==> src/rtl/exmem_skid_latch.sv <==
// exmem_skid_latch: two-entry valid/ready skid buffer between pipeline stages.
// Holds a head (main) entry and a skid entry so the upstream ready never
// depends combinationally on the downstream ready. Adds flush-to-bubble,
// debug-step gating, sticky halt capture and a retired-transfer counter.
module exmem_skid_latch #(
  parameter int DATA_BITS = 128,
  parameter int CTRL_BITS = 16,
  parameter int HALT_BIT  = 15,
  parameter int CNT_BITS  = 16
) (
  input  logic                 i_clk,
  input  logic                 i_reset,
  input  logic                 i_step,
  input  logic                 i_flush,
  input  logic                 i_valid,
  output logic                 o_ready,
  input  logic [DATA_BITS-1:0] i_data,
  input  logic [CTRL_BITS-1:0] i_ctrl,
  output logic                 o_valid,
  input  logic                 i_ready,
  output logic [DATA_BITS-1:0] o_data,
  output logic [CTRL_BITS-1:0] o_ctrl,
  output logic [1:0]           o_count,
  output logic                 o_halted,
  output logic [CNT_BITS-1:0]  o_xfer_cnt
);

  // Occupancy encoding doubles as the o_count value.
  typedef enum logic [1:0] {
    EMPTY = 2'd0,
    ONE   = 2'd1,
    FULL  = 2'd2
  } state_t;

  state_t               state_reg, state_next;
  logic [DATA_BITS-1:0] main_data_reg, main_data_next;
  logic [CTRL_BITS-1:0] main_ctrl_reg, main_ctrl_next;
  logic [DATA_BITS-1:0] skid_data_reg, skid_data_next;
  logic [CTRL_BITS-1:0] skid_ctrl_reg, skid_ctrl_next;
  logic                 halted_reg, halted_next;
  logic [CNT_BITS-1:0]  xfer_cnt_reg, xfer_cnt_next;

  logic head_valid;
  logic can_accept;
  logic in_xfer;
  logic out_xfer;

  // Handshake decode; only registered state (and reset) feeds the outputs.
  assign head_valid = (state_reg != EMPTY);
  assign can_accept = (state_reg != FULL) & ~halted_reg & i_reset;
  assign in_xfer    = i_valid & can_accept & i_step;
  assign out_xfer   = head_valid & i_ready & i_step & i_reset;

  assign o_ready    = can_accept;
  assign o_valid    = head_valid & i_reset;
  assign o_data     = i_reset ? main_data_reg : '0;
  assign o_ctrl     = (head_valid & i_reset) ? main_ctrl_reg : '0;
  assign o_count    = i_reset ? state_reg : 2'd0;
  assign o_halted   = halted_reg;
  assign o_xfer_cnt = xfer_cnt_reg;

  // Next-state logic: flush wins over loads, but a same-cycle output still retires.
  always_comb begin
    state_next     = state_reg;
    main_data_next = main_data_reg;
    main_ctrl_next = main_ctrl_reg;
    skid_data_next = skid_data_reg;
    skid_ctrl_next = skid_ctrl_reg;
    halted_next    = halted_reg;
    xfer_cnt_next  = xfer_cnt_reg;

    if (i_step) begin
      if (out_xfer) begin
        xfer_cnt_next = xfer_cnt_reg + CNT_BITS'(1);
        if (main_ctrl_reg[HALT_BIT]) begin
          halted_next = 1'b1;
        end
      end

      if (i_flush) begin
        // Turn everything held into a bubble; data may stay stale.
        state_next     = EMPTY;
        main_ctrl_next = '0;
        skid_ctrl_next = '0;
      end else begin
        case (state_reg)
          EMPTY: begin
            if (in_xfer) begin
              main_data_next = i_data;
              main_ctrl_next = i_ctrl;
              state_next     = ONE;
            end
          end
          ONE: begin
            if (in_xfer && !out_xfer) begin
              skid_data_next = i_data;
              skid_ctrl_next = i_ctrl;
              state_next     = FULL;
            end else if (out_xfer && !in_xfer) begin
              state_next = EMPTY;
            end else if (in_xfer && out_xfer) begin
              main_data_next = i_data;
              main_ctrl_next = i_ctrl;
            end
          end
          FULL: begin
            // Upstream is blocked here, so only a drain is possible.
            if (out_xfer) begin
              main_data_next = skid_data_reg;
              main_ctrl_next = skid_ctrl_reg;
              state_next     = ONE;
            end
          end
          default: state_next = EMPTY;
        endcase
      end
    end
  end

  // State registers with synchronous active-low reset that overrides i_step.
  always_ff @(posedge i_clk) begin
    if (!i_reset) begin
      state_reg     <= EMPTY;
      main_data_reg <= '0;
      main_ctrl_reg <= '0;
      skid_data_reg <= '0;
      skid_ctrl_reg <= '0;
      halted_reg    <= 1'b0;
      xfer_cnt_reg  <= '0;
    end else begin
      state_reg     <= state_next;
      main_data_reg <= main_data_next;
      main_ctrl_reg <= main_ctrl_next;
      skid_data_reg <= skid_data_next;
      skid_ctrl_reg <= skid_ctrl_next;
      halted_reg    <= halted_next;
      xfer_cnt_reg  <= xfer_cnt_next;
    end
  end

endmodule

==> config.mk <==
export PLATFORM = sky130hd
export DESIGN_NAME = exmem_skid_latch
export DESIGN_NICKNAME = d
export VERILOG_FILES = /design/src/rtl/exmem_skid_latch.sv
export SDC_FILE = /design/constraint.sdc
export NUM_CORES = 1
export LEC_CHECK = 0
export CORE_ASPECT_RATIO = 0.6
export CORE_MARGIN = 4
export CORE_UTILIZATION = 46
export CTS_CLUSTER_SIZE = 30
export DETAILED_ROUTE_END_ITERATION = 8
export PLACE_DENSITY = 0.77
export SLEW_MARGIN = 20
export SYNTH_ARGS = -nofsm -noshare
export SYNTH_HDL_FRONTEND = slang
export SYNTH_SLANG_ARGS = --single-unit
==> constraint.sdc <==
create_clock -name i_clk -period 1.7 [get_ports i_clk]
set_input_delay 0.17 -clock i_clk [delete_from_list [all_inputs] [get_ports i_clk]]
set_output_delay 0.17 -clock i_clk [all_outputs]
set_load 0.1 [all_outputs]
==> summary.txt <==
Timing
  • Worst Max-Slew Pin Slew: 474 ps
  • Clk_skew: 14.3 ps
  • Fmax: 510 MHz
  • Finish-stage setup viols: 314
  • Period utilisation layout: 1.15
  • Post-route setup slack: -263 ps
  • Relative slew slack: 0.684
  • Final Hold Fails: 0
  • Fin crit period: 1960 ps
  • Max-slew violations: 0
  • Unrepaired setup endpoints after global routing: true
  • Setup TNS: -60,100 ps

Placed design
  • DP Wirelength: 28.9 mm
  • GP Congestion: 0.829
  • I/O Buffers: 314
  • Placed Cells: 2,403
  • Setup WS pre-CTS: -600 ps

Worst setup path
  • Critical Path Start Type: register
  • CP required: 2140 ps
  • Kind of critical path: register to register
  • Worst r2r dst: main_data_reg[127]
  • Worst r2r path cells: 6
  • Data arrival time of the critical path: 2400 ps
  • RR Startpoint: o_halted
  • Flop2flop setup slack: -260 ps
  • Critical Path Sink Type: register
  • Critical path peak fanout: 21

Clock network
  • H-tree levels: 1
  • Post-CTS Hold Fix Bufs: 0
  • Root buffer cell: clkbuf_16
  • Reg clk slew, reported paths: 70 ps
  • Clock sink count: 307
  • Total CTS buffers: 29
  • CTS Buffer Depth: 3
  • CTS tree: done
  • Worst-skew pair later-pin latency: 560 ps

Die
  • DIE HEIGHT: 146 um
  • Die area: 0.0347 mm^2
  • Core box area: 0.0312 mm^2
  • Die W: 238 um
  • Initial Utilization: 0.467
  • I/O Pins: 315
  • # rows: 50

Routing
  • TritonRoute pass-1 iters: 5
  • DR WL/cell: 17.7 um
  • Vias per inst: 5.22
  • Via count: 13,000
  • Final wirelength: 43.8 mm
  • DR DRC count: 0
  • Final ANT Viol Nets: 0
  • DRT iter0 DRCs: 838

Power
  • Final Power: 15,200 uW
  • Leak: 0.00901 uW
  • Switching pwr: 3600 uW
  • Clock Power Share: 0.425
  • Switching Share: 0.237
  • Maximum VDD drop: 0.573 mV
  • Reg power frac: 0.477
  • Cell internal pwr: 11,600 uW
  • Power Density: 687 mW/mm^2
  • Comb power frac: 0.098

Job
  • Max Cap Viol: 0

Worst hold path
  • Hold_sp: i_reset
  • Worst Hold Path Cells: 3
  • Worst Hold Path EP: state_reg[0]
  • Hold WC Path Type: primary input to register

Run status
  • Outcome: complete, but fails checks
  • Violated checks: setup timing

Global route
  • Overflow after GRT: 0
  • Aggregate global-route resource usage: 0.238
  • Initial antenna violation count: 6
  • Global-route wire length before repair: 68.7 mm
  • Vias in the first global route: 12,900
  • Largest net degree at the start of global routing: 136

Logic synthesis
  • Post-Syn Area per Cell: 8.74 um^2
  • Sequential fraction of the synthesis area: 0.422
  • Syn nets: 1,819
  • Ys async rst share: 0
  • YS warnings: 0
  • Netlist cell types: 45
  • Post-synth EDFFs: 0
  • Mapped Area: 0.0146 mm^2
  • Primary FF master, synth: dfxtp_1
  • Cells after synthesis: 1,668
  • Yosys reg bits: 307

Layout
  • Most common cell after layout, fill and taps aside: nand2_1
  • Final core occ: 0.708
  • Most frequent cells in the layout: 563 x nand2_1, 292 x dfxtp_1, 182 x buf_12, 148 x clkdlybuf4s50_1, 143 x a21boi_0
  • Layout cells sized above 1: 0.286
  • Number of nets in the layout: 2,192
  • Post-Layout Cell Count: 2,482
  • Area growth, synth to finish: 51.8%
synthesized netlist by cell type (all sizes together), types with 3 or more instances:
cell type / number / share of area
xnor2: 4 / 0.0024
and2: 157 / 0.067
nor3: 6 / 0.0028
and3: 3 / 0.0013
dfxtp: 307 / 0.42
nand3: 6 / 0.0021
mux2i: 17 / 0.012
o21a: 4 / 0.0021
xor2: 7 / 0.0042
nor2b: 4 / 0.0017
clkbuf: 85 / 0.022
a21o: 14 / 0.0072
a21boi: 258 / 0.13
mux2: 128 / 0.12
buf: 47 / 0.021
inv: 4 / 0.0010
o21ai: 3 / 0.0010
or3: 3 / 0.0013
nor4: 5 / 0.0032
nand2: 567 / 0.15
a22o: 18 / 0.011
per-layer routing:
metal / GRT usage / vias up / routed length (um)
met5: 0 / - / 32
met4: 0.0618 / 6 / 1110
met3: 0.0492 / 75 / 2790
met2: 0.389 / 402 / 20700
met1: 0.321 / 6233 / 19200
li1: - / 6237 / -
power groups by stage:
stage	logic, uW	clock network [uW]	registers, uW
3_5_place_dp	1420	0	7410
5_1_grt	1580	6850	7250
6_report	1490	6450	7250
2_1_floorplan	713	0	7400
3_3_place_gp	1390	0	7410
4_1_cts	1440	6570	7250
critical path, cell delays in order, from the launching register on:
cell and delay [ps]:
dfxtp_4 340, and4b_1 290, nor2_2 80, nor4_4 320, buf_12 250, buf_12 240, mux2_4 320
final cells by class:
type / instances / area, um^2
sequential: 307 / 6190
inverter: 4 / 15.0
clock buffer: 36 / 782
antenna: 4 / 10.0
fill: 2174 / 9100
tap: 416 / 520
multi-input combinational: 1225 / 7980
clock inverter: 16 / 149
timing repair buffer: 474 / 6460
worst max-delay path by stage:
stage          slack, ps                  to          from
3_3_place_gp        -560    main_data_reg[6]        i_step
6_report            -260  main_data_reg[127]      o_halted
5_1_grt             -340   skid_data_reg[82]  state_reg[1]
2_1_floorplan       -280             o_ready  state_reg[1]
4_1_cts             -270           o_ctrl[5]  state_reg[1]
3_5_place_dp        -600    main_data_reg[6]        i_step
cell families (layout without fill, tap and decap cells):
| group | Yosys count | count (layout) | share of synthesized area |
|---|---|---|---|
| AO/OA/AOI/OAI | 306 | 306 | 0.160 |
| XOR/XNOR | 11 | 11 | 0.00661 |
| adder cells (fa/ha/maj) | 1 | 1 | 0.000859 |
| buffers and inverters | 136 | 530 | 0.0437 |
| flip-flops | 307 | 307 | 0.422 |
| multiplexers | 145 | 145 | 0.136 |
| other | 0 | 4 | 0 |
| AND/OR/NAND/NOR | 762 | 762 | 0.232 |
stage by stage:
stage | area [um^2] | hold WS [ps]
floorplan | 14800 | 303
global placement | 20600 | 440
detailed placement | 20600 | 445
CTS | 21900 | 5.53
global route | 22100 | 28.9
finish | 22100 | 42.3
timing repair:
item | CTS | global route
gates cloned | 5 | 3
gates resized for setup | 42 | 39
setup endpoints to repair | 308 | 323
setup buffers | 7 | 8
pin swaps | 3 | 20
No activity file was read; power rests on OpenSTA's default activity.
